$ cat src/rtl/cnu_msg_gen.sv
// Check-node message generator for offset min-sum decoding. It takes one min/min2/index/sign set
// and emits D check-to-variable messages, one per handshake.
module cnu_msg_gen #(
    parameter int data_w = 8,
    parameter int idx_w  = 8,
    parameter int D      = 5,
    parameter int OFFSET = 1
) (
    input  logic              clk,
    input  logic              rst,
    input  logic              in_valid,
    output logic              in_ready,
    input  logic [data_w-1:0] min,
    input  logic [data_w-1:0] min2,
    input  logic [idx_w-1:0]  min_idx,
    input  logic [D-1:0]      signs,
    output logic              out_valid,
    input  logic              out_ready,
    output logic [data_w-1:0] out_mag,
    output logic              out_sign,
    output logic [idx_w-1:0]  out_idx,
    output logic              done
);

    typedef enum logic {IDLE, EMIT} state_t;

    localparam logic [idx_w-1:0]  LAST_K = idx_w'(D - 1);
    localparam logic [idx_w-1:0]  DEG    = idx_w'(D);
    localparam logic [data_w-1:0] OFF    = data_w'(OFFSET);

    state_t            state_reg, state_next;
    logic [idx_w-1:0]  k_reg, k_next;
    logic [data_w-1:0] min_reg, min2_reg;
    logic [idx_w-1:0]  min_idx_reg;
    logic [D-1:0]      signs_reg;
    logic              parity_reg;
    logic              done_reg;

    logic              last_hs;
    logic              accept;
    logic [data_w-1:0] sel;
    logic [D-1:0]      sign_hit;
    logic              sign_k;

    assign out_valid = (state_reg == EMIT);
    assign last_hs   = out_valid && out_ready && (k_reg == LAST_K);
    // The final handshake frees the slot, so a new set may enter in the same cycle.
    assign in_ready  = (state_reg == IDLE) || last_hs;
    assign accept    = in_valid && in_ready;

    always_comb begin
        state_next = state_reg;
        k_next     = k_reg;
        case (state_reg)
            IDLE: begin
                if (accept) begin
                    state_next = EMIT;
                    k_next     = '0;
                end
            end
            EMIT: begin
                if (out_ready) begin
                    if (k_reg == LAST_K) begin
                        k_next     = '0;
                        state_next = accept ? EMIT : IDLE;
                    end else begin
                        k_next = k_reg + 1'b1;
                    end
                end
            end
            default: begin
                state_next = IDLE;
                k_next     = '0;
            end
        endcase
    end

    always_ff @(posedge clk or negedge rst) begin
        if (!rst) begin
            state_reg   <= IDLE;
            k_reg       <= '0;
            min_reg     <= '0;
            min2_reg    <= '0;
            min_idx_reg <= '0;
            signs_reg   <= '0;
            parity_reg  <= 1'b0;
            done_reg    <= 1'b0;
        end else begin
            state_reg <= state_next;
            k_reg     <= k_next;
            done_reg  <= last_hs;
            if (accept) begin
                min_reg     <= min;
                min2_reg    <= min2;
                min_idx_reg <= min_idx;
                signs_reg   <= signs;
                parity_reg  <= ^signs;
            end
        end
    end

    // One-hot pick of signs[k] avoids indexing with the wider counter.
    for (genvar gi = 0; gi < D; gi++) begin : g_sign
        assign sign_hit[gi] = signs_reg[gi] && (k_reg == idx_w'(gi));
    end
    assign sign_k = |sign_hit;

    // A padded index (>= D) never matches k, so every edge then gets min.
    assign sel = ((min_idx_reg < DEG) && (k_reg == min_idx_reg)) ? min2_reg : min_reg;

    assign out_mag  = (out_valid && (sel > OFF)) ? (sel - OFF) : '0;
    assign out_sign = out_valid && (parity_reg ^ sign_k);
    assign out_idx  = out_valid ? k_reg : '0;
    assign done     = done_reg;

endmodule

$ cat config.mk
export PLATFORM = sky130hd
export DESIGN_NAME = cnu_msg_gen
export DESIGN_NICKNAME = d
export VERILOG_FILES = /design/src/rtl/cnu_msg_gen.sv
export SDC_FILE = /design/constraint.sdc
export NUM_CORES = 1
export LEC_CHECK = 0
export ABC_CLOCK_PERIOD_IN_PS = 3650
export BUFFER_PORTS_ARGS = -buffer_cell sky130_fd_sc_hd__buf_2
export CORE_MARGIN = 8
export CORE_UTILIZATION = 45
export DETAILED_ROUTE_END_ITERATION = 12
export PLACE_DENSITY = 0.72
export SLEW_MARGIN = 20
export SYNTH_ARGS = -nofsm -noshare
export SYNTH_HDL_FRONTEND = slang
export SYNTH_SLANG_ARGS = --single-unit
export TNS_END_PERCENT = 10
$ cat constraint.sdc
create_clock -name clk -period 3.65 [get_ports clk]
set_clock_uncertainty 0.15 [all_clocks]
set_input_delay 0.73 -clock clk [delete_from_list [all_inputs] [get_ports clk]]
set_output_delay 0.73 -clock clk [all_outputs]
set_load 0.01 [all_outputs]
==> results.yml, run 1 <==
run_status:
  status: "complete, but fails checks"
  violations: "negative setup slack"
sta:
  worst_slack_ns: -0.359
  min_period_ns: 4.01
  relSlewSlack: 0.389
  finalSetupTns_ns: -2.46
  fmax_mhz: 249
  hold_viol: 0
  hold_slack_ns: 0.374
  setup_violations: 8
  worst_pin_slew_ns: 0.905
  rsz0062_at_grt: "yes"
  fin_crit_sh: 1.10
  maxSlewViolCount: 0
worst_setup_path:
  crit_fanout: 5
  cp.arrival_ns: 3.13
  worstSetupEndpointType: "primary output"
  setup.worst_path.start_class: "flip-flop"
  crit_required_ns: 2.77
  path_class: "reg2out"
  r2r_setup_slack_ns: 1.09
  worstReg2RegStart: "k_reg[0]$_DFFE_PN0P_"
  r2r_cells: 8
  r2r-end: "min_idx_reg[4]$_DFFE_PN0P_"
floorplan:
  dieArea_um2: 8480
  num_io_pins: 53
  die_width_um: 92.1
  num_rows: 27
  die_y_um: 92.1
  start_util: 0.470
  core_um2: 5540
hold_path:
  hold_path_end: "signs_reg[1]$_DFFE_PN0P_"
  whs_path_depth: 1
  worstHoldStart: "signs_reg[1]$_DFFE_PN0P_"
  worstHoldPathType: "reg2reg"
yosys:
  post-synth-top-count-cell: "dfrtp_1"
  yosysWarningCount: 0
  synth-async-reset-ratio: 1.00
  synth_top_area_frac: 0.384
  syn_area_um2: 2600
  synth_area_leaders: "dfrtp_1 (38%), mux2_4 (17%), mux2_2 (3.0%)"
  synth_edf_count: 0
  ys_ff_latch: 40
  synth_flop_cell: "dfrtp_1"
  synth_cells: 234
  synth_nets: 273
  syn_area_per_cell_um2: 11.1
  seq_area_frac_synth: 0.384
  synthTopCellsByCount: "dfrtp_1 (40), mux2_4 (30), and2_1 (9), clkbuf_1 (9), nand2_1 (9)"
  yosysTopAreaCell: "dfrtp_1"
  synth_cell_types: 49
global_routing:
  use_met1: 0.174
  grtUsageMet2: 0.212
  grt_util_met3: 0.0342
  grt_max_degree: 41
  overflow: 0
  antenna_found_initial: 0
  grt_pass1_wl_um: 9380
  grt_pass1_vias: 2003
  busiest_layer: "met2"
  track_usage: 0.134
placed_design:
  dpl.hpwl_um: 4250
  place_inst: 361
  gp_congestion: 0.827
  portBuffers: 52
  dpl_cell_area_um2: 3040
clock_network:
  root_buffer: "clkbuf_8"
  clock_sinks: 40
  numCtsBuffers: 5
  path_clk_slew_ns: 0.08
  h-tree-depth: 2
  cts_tree: "yes"
  insertion_delay_ns: 0.30
  cts_buffer_depth: 2
cells_and_area:
  stdcell_area_um2: 3230
  syn_to_final_growth_pct: 24.0
  nFillCells: 494
  antennaDiodeCount: 0
  final_layout_size_suffix_gt1_frac: 0.453
  fin_nets: 336
  final_cells: 370
route:
  vias: 1969
  drtAntennaViolNets: 0
  drc: 0
  drt_first_pass_iters: 4
  routed_wl_um: 5600
  wire_per_inst_um: 15.1
  drt_iter0_markers: 77
  via_per_inst: 5.32
power_and_ir_drop:
  power.density_nw_per_um2: 856
  p_leak_nw: 1.60
  max-vdd-ir-drop_mv: 0.365
flow_run:
  drv_cap: 0
## stage by stage
stage / power, mW / worst slack (ns) / utilization
global placement: 2.30 / -0.0347 / 0.549
CTS: 2.74 / -0.382 / 0.577
floorplan: 1.90 / -0.0549 / -
finish: 2.76 / -0.359 / 0.583
global route: 2.98 / -0.545 / 0.583
detailed placement: 2.33 / -0.153 / 0.549
## layout by cell type, fill, tap and decap left out, types with 6 or more instances in the layout
cell,instances
buf_2,52
dfrtp_1,40
mux2_4,30
buf_4,20
and2_1,9
nand2_1,9
nand2b_1,8
o21ai_0,7
mux2_2,7
nor2_1,7
inv_1,6
a21oi_1,6
xnor2_1,6
## logic make-up after synthesis
family / after synthesis / synth area share
compound gates: 44 / 0.127
xor+xnor: 9 / 0.0303
fa+ha+maj: 6 / 0.0288
buf+inv: 23 / 0.0476
flops: 40 / 0.384
mux: 43 / 0.226
simple gates: 69 / 0.156
## layer usage
layer	part of all wire	wire, um	vias to the layer above
met5	0	0	-
met2	0.46	2590	61
met3	0.042	237	6
li1	-	-	978
met4	0.012	66	0
met1	0.48	2710	924
## power by group
group / switching, mW / total [mW] / leakage [nW] / internal [mW]
Clock: 0.159 / 0.365 / 0.0583 / 0.206
Sequential: 0.266 / 0.906 / 0.490 / 0.640
Combinational: 0.628 / 1.49 / 1.05 / 0.865
## critical path, cell delays in order (launching register included)
cell,delay [ns]
dfrtp_1,0.39
or4_4,0.54
nor3_2,0.11
nand4_1,0.12
buf_6,0.16
mux2_2,0.28
ha_1,0.23
nor2_2,0.27
buf_4,0.17
o31ai_1,0.06
a21boi_1,0.19
mux2_2,0.18
buf_2,0.12
## cell type report
| class | count | area (um^2) | area share |
|---|---|---|---|
| clock buffers | 5 | 68.8 | 0.0213 |
| flip-flops and latches | 40 | 1000 | 0.310 |
| clock inverters | 3 | 47.5 | 0.0147 |
| well taps | 72 | 90.1 | 0.0279 |
| multi-input cells | 171 | 1580 | 0.488 |
| repair buffers | 73 | 422 | 0.131 |
| inverters | 6 | 22.5 | 0.00698 |
## worst max-delay path by stage
| stage | to | from | depth (start not counted) | slack (ns) |
|---|---|---|---|---|
| final | out_mag[4] | min_idx_reg[7]$_DFFE_PN0P_ | 12 | -0.36 |
| after CTS | out_mag[6] | min_idx_reg[7]$_DFFE_PN0P_ | 11 | -0.38 |
| after global placement | out_mag[6] | min_idx_reg[7]$_DFFE_PN0P_ | 11 | -0.03 |
| after floorplan | out_mag[6] | k_reg[4]$_DFFE_PN0P_ | 11 | -0.05 |
| after detailed placement | out_mag[5] | min_idx_reg[7]$_DFFE_PN0P_ | 12 | -0.15 |
| after global routing | out_mag[6] | min_idx_reg[7]$_DFFE_PN0P_ | 11 | -0.55 |
## what timing repair did
item,4_1_cts,5_1_grt
setup buffers,1,0
hold buffers,0,0
cloned,0,0
gates resized for setup,8,5
hold endpoints to repair,0,0
endpoints found under the setup margin,8,8
pin swaps,1,1
Power figures use the tool's default switching activity.
==> run 2: changes to the inputs <==
--- a/config.mk
+++ b/config.mk
@@ -7,3 +7,2 @@
 export LEC_CHECK = 0
-export ABC_CLOCK_PERIOD_IN_PS = 3650
 export BUFFER_PORTS_ARGS = -buffer_cell sky130_fd_sc_hd__buf_2
--- a/constraint.sdc
+++ b/constraint.sdc
@@ -4,2 +4,2 @@
 set_output_delay 0.73 -clock clk [all_outputs]
-set_load 0.01 [all_outputs]
+set_load 0.005 [all_outputs]
==> run 2 against run 1 <==
Cell count grew 1.1%. Critical path type unchanged. Design area is essentially flat. Highest routed layer unchanged. Maximum frequency shrank 0.27%. The run still ends with negative setup slack left.
==> results.yml, run 2 (synthesized netlist as in run 1, its figures left out) <==
floorplan:
  core_um2: 5540
  num_io_pins: 53
  start_util: 0.470
  dieArea_um2: 8480
  die_width_um: 92.1
  die_y_um: 92.1
  num_rows: 27
cells_and_area:
  final_layout_size_suffix_gt1_frac: 0.464
  layout_common_cells: "buf_2 (52), dfrtp_1 (40), mux2_4 (30)"
  fin_nets: 340
  final_common_cell: "buf_2"
  nFillCells: 510
  syn_to_final_growth_pct: 24.1
  antennaDiodeCount: 0
run_status:
  status: "complete, but fails checks"
  violations: "negative setup slack"
global_routing:
  track_usage: 0.145
  antenna_found_initial: 0
  grt_pass1_wl_um: 10200
  grt_max_degree: 41
  overflow: 0
  grt_pass1_vias: 2077
sta:
  hold_viol: 0
  finalSetupTns_ns: -2.19
  maxSlewViolCount: 0
  worst_slack_ns: -0.370
  relSlewSlack: 0.366
  fmax_mhz: 249
  rsz0062_at_grt: "yes"
  worst_pin_slew_ns: 0.938
  fin_crit_sh: 1.10
  setup_violations: 8
  min_period_ns: 4.02
  hold_slack_ns: 0.378
route:
  drt_iter0_markers: 129
  routed_wl_um: 6110
  wire_per_inst_um: 16.3
  vias: 2063
  drtAntennaViolNets: 0
  drc: 0
  drt_first_pass_iters: 4
  via_per_inst: 5.52
worst_setup_path:
  path_class: "reg2out"
  r2r_setup_slack_ns: 1.05
  crit_required_ns: 2.77
  critPathSlowestCell: "or4_4"
  critical_path.max_stage_delay_ns: 0.54
  crit_fanout: 5
  path_common_cell: "nor3_2"
  path_cells: "or4_4, nor3_2, nand4_1, buf_6, mux2_2, ha_1, buf_4, or3_1, nor3_2, o21ai_1, mux2i_1, buf_2"
  cp_top_family: "simple AND/OR/NAND/NOR gates"
  setup.worst_path.start_class: "flip-flop"
  path_buf_inv: 3
  worstSetupEndpointType: "primary output"
  cp.arrival_ns: 3.14
clock_network:
  insertion_delay_ns: 0.29
  clock_sinks: 40
  root_buffer: "clkbuf_8"
  numCtsBuffers: 5
  cts_buffer_depth: 2
  hold_buffers: 0
  h-tree-depth: 2
  path_clk_slew_ns: 0.08
  cts_tree: "yes"
power_and_ir_drop:
  p_leak_nw: 1.61
  max-vdd-ir-drop_mv: 0.464
  power.density_nw_per_um2: 840
placed_design:
  gp_congestion: 0.852
  portBuffers: 52
  dpl.hpwl_um: 4550
hold_path:
  worstHoldPathType: "reg2reg"
flow_run:
  drv_cap: 0
run 2: routing by layer:
layer  GRT usage  part of all wire  wire length (um)
met1       0.186              0.46              2820
met2       0.241              0.49              2970
met3      0.0244             0.039               238
met4      0.0483             0.013                77
met5           0                 0                 0
run 2: what timing repair did:
action,CTS,global route
pin swaps,1,3
buffers inserted,0,1
setup endpoints to repair,8,8
resized for setup,10,6
run 2: layout make-up:
type / count / area, um^2 / area share
well taps: 72 / 90.1 / 0.0279
multi-input cells: 171 / 1570 / 0.487
clock inverters: 2 / 10.0 / 0.00310
repair buffers: 77 / 452 / 0.140
clock buffers: 6 / 82.6 / 0.0256
inverters: 6 / 22.5 / 0.00697
flip-flops and latches: 40 / 1000 / 0.310
run 2: path summary, 6_finish.rpt:
path                                                 start  cells past startpoint                  endpoint
worst max-delay path            min_idx_reg[7]$_DFFE_PN0P_                     12                out_mag[7]
worst min-delay path              signs_reg[3]$_DFFE_PN0P_                      1  signs_reg[3]$_DFFE_PN0P_
worst max register to register        k_reg[0]$_DFFE_PN0P_                      8   min2_reg[2]$_DFFE_PN0P_
worst min register to register    signs_reg[3]$_DFFE_PN0P_                      1  signs_reg[3]$_DFFE_PN0P_
max in group asynchronous                              rst                      1      k_reg[7]$_DFFE_PN0P_
min in group asynchronous                              rst                      1       out_valid$_DFF_PN0_
run 2: stage by stage:
step | instance area (um^2) | cells | setup WS (ns) | utilization | power [mW]
finish | 3230 | 374 | -0.370 | 0.583 | 2.72
global route | 3230 | 374 | -0.543 | 0.583 | 2.91
CTS | 3190 | 373 | -0.333 | 0.576 | 2.67
detailed placement | 3070 | 365 | -0.129 | 0.553 | 2.33
global placement | 3070 | 365 | -0.0303 | 0.553 | 2.28
floorplan | 2650 | 234 | 0.00118 | - | 1.84
run 2: report_power, final:
part	switching (mW)	internal (mW)
logic	0.615	0.885
clock network	0.157	0.151
registers	0.268	0.640
==> run 3: changes to the inputs <==
- TNS_END_PERCENT: 10 -> 30
==> run 3 against run 2 <==
The flow still finishes with violations (negative setup slack). Die area stayed put. Core utilization is 1.3 points higher. Non-clock buffer count is 2 higher. Maximum frequency is 0.94% higher. Via count is 0.29% lower. Setup slack better by 0.037 ns. Power is 3.8% higher. Critical endpoint unchanged.
==> results.yml, run 3 (synthesized netlist as in run 1, its figures left out) <==
floorplan:
  start_util: 0.470
  num_io_pins: 53
  die_width_um: 92.1
  core_um2: 5540
  num_rows: 27
  dieArea_um2: 8480
  die_y_um: 92.1
placed_design:
  dpl.hpwl_um: 4550
  dpl_cell_area_um2: 3070
  gp_congestion: 0.852
  place_inst: 365
  portBuffers: 52
  place_ws_ns: -0.129
global_routing:
  grt_max_degree: 41
  track_usage: 0.148
  antenna_found_initial: 0
  grt_pass1_wl_um: 10400
  overflow: 0
  grt_pass1_vias: 2109
sta:
  worst_slack_ns: -0.333
  setup_violations: 8
  rsz0062_at_grt: "yes"
  fmax_mhz: 251
  hold_viol: 0
  fin_crit_sh: 1.09
  worst_pin_slew_ns: 0.963
  finalSetupTns_ns: -2.10
  maxSlewViolCount: 0
  min_period_ns: 3.98
  relSlewSlack: 0.350
  hold_slack_ns: 0.377
run_status:
  status: "complete, but fails checks"
  violations: "negative setup slack"
cells_and_area:
  syn_to_final_growth_pct: 26.9
  layout_common_cells: "buf_2 (50), dfrtp_1 (40), mux2_4 (31)"
  fin_nets: 342
  final_util: 0.596
  antennaDiodeCount: 0
  final_layout_size_suffix_gt1_frac: 0.477
  stdcell_area_um2: 3300
  final_common_cell: "buf_2"
  multi_input_area_um2: 1620
  nFillCells: 489
  regArea_um2: 1000
  final_cells: 376
clock_network:
  insertion_delay_ns: 0.29
  cts_tree: "yes"
  root_buffer: "clkbuf_8"
  path_clk_slew_ns: 0.08
  h-tree-depth: 2
  numCtsBuffers: 5
  hold_buffers: 0
  clock_sinks: 40
  cts_buffer_depth: 2
route:
  dr_wl_met2_um: 2940
  drtAntennaViolNets: 0
  wl_met3_um: 214
  wire_per_inst_um: 16.3
  drc: 0
  via_per_inst: 5.47
  wl_met1_um: 2870
  routed.top_layer: "met4"
  vias: 2057
  drt_iter0_markers: 149
  drt_first_pass_iters: 5
  routed_wl_um: 6120
worst_setup_path:
  path_buf_inv: 3
  path_class: "reg2out"
  worstSetupEndpointType: "primary output"
  path_cells: "or4_4, nor3_2, nand4_1, buf_6, mux2_2, ha_4, buf_4, or3_1, nor3_2, o21ai_1, mux2i_1, buf_2"
  r2r-end: "min2_reg[2]$_DFFE_PN0P_"
  r2r_setup_slack_ns: 1.05
  setup.worst_path.start_class: "flip-flop"
  critPathSlowestCell: "or4_4"
  cp_top_family: "simple AND/OR/NAND/NOR gates"
  critical_path.max_stage_delay_ns: 0.53
  crit_required_ns: 2.77
  path_common_cell: "nor3_2"
  cp.arrival_ns: 3.10
  worstReg2RegStart: "k_reg[0]$_DFFE_PN0P_"
  crit_fanout: 5
  r2r_cells: 8
hold_path:
  worstHoldStart: "signs_reg[3]$_DFFE_PN0P_"
  hold_path_end: "signs_reg[3]$_DFFE_PN0P_"
  whs_path_depth: 1
  worstHoldPathType: "reg2reg"
power_and_ir_drop:
  power.density_nw_per_um2: 853
  max-vdd-ir-drop_mv: 0.471
  power_mw: 2.82
  p_leak_nw: 1.64
flow_run:
  drv_cap: 0
==> run 3: cell type report <==
class,count,share of cell area
multi-input combinational,171,0.489
sequential,40,0.303
timing repair buffer,79,0.146
tap,72,0.0273
clock buffer,6,0.0250
inverter,6,0.00682
clock inverter,2,0.00303
==> run 3: worst max-delay path by stage <==
| stage | start | endpoint | slack (ns) | cells past startpoint |
|---|---|---|---|---|
| 2_1_floorplan | k_reg[4]$_DFFE_PN0P_ | out_mag[6] | 0.001 | 11 |
| 3_3_place_gp | min_idx_reg[7]$_DFFE_PN0P_ | out_mag[5] | -0.03 | 12 |
| 3_5_place_dp | min_idx_reg[7]$_DFFE_PN0P_ | out_mag[3] | -0.13 | 12 |
| 4_1_cts | min_idx_reg[7]$_DFFE_PN0P_ | out_mag[6] | -0.33 | 11 |
| 5_1_grt | min_idx_reg[7]$_DFFE_PN0P_ | out_mag[6] | -0.49 | 11 |
| 6_report | min_idx_reg[7]$_DFFE_PN0P_ | out_mag[7] | -0.33 | 12 |
==> run 3: repair_timing <==
item	CTS	global route
buffers inserted	2	1
resized for setup	22	3
endpoints found under the setup margin	8	8
pin swaps	4	3
gates cloned	0	0
==> run 3: where the power goes <==
group | switching (mW) | leakage [nW] | total [mW] | internal, mW
Sequential | 0.274 | 0.490 | 0.913 | 0.640
Combinational | 0.648 | 1.10 | 1.60 | 0.949
Clock | 0.157 | 0.0510 | 0.308 | 0.151
==> run 3: per-layer routing <==
metal  up-vias  GRT usage
met2        53      0.243
met1       997      0.190
li1        998          -
met4         0     0.0537
met3         9     0.0244
met5         -          0
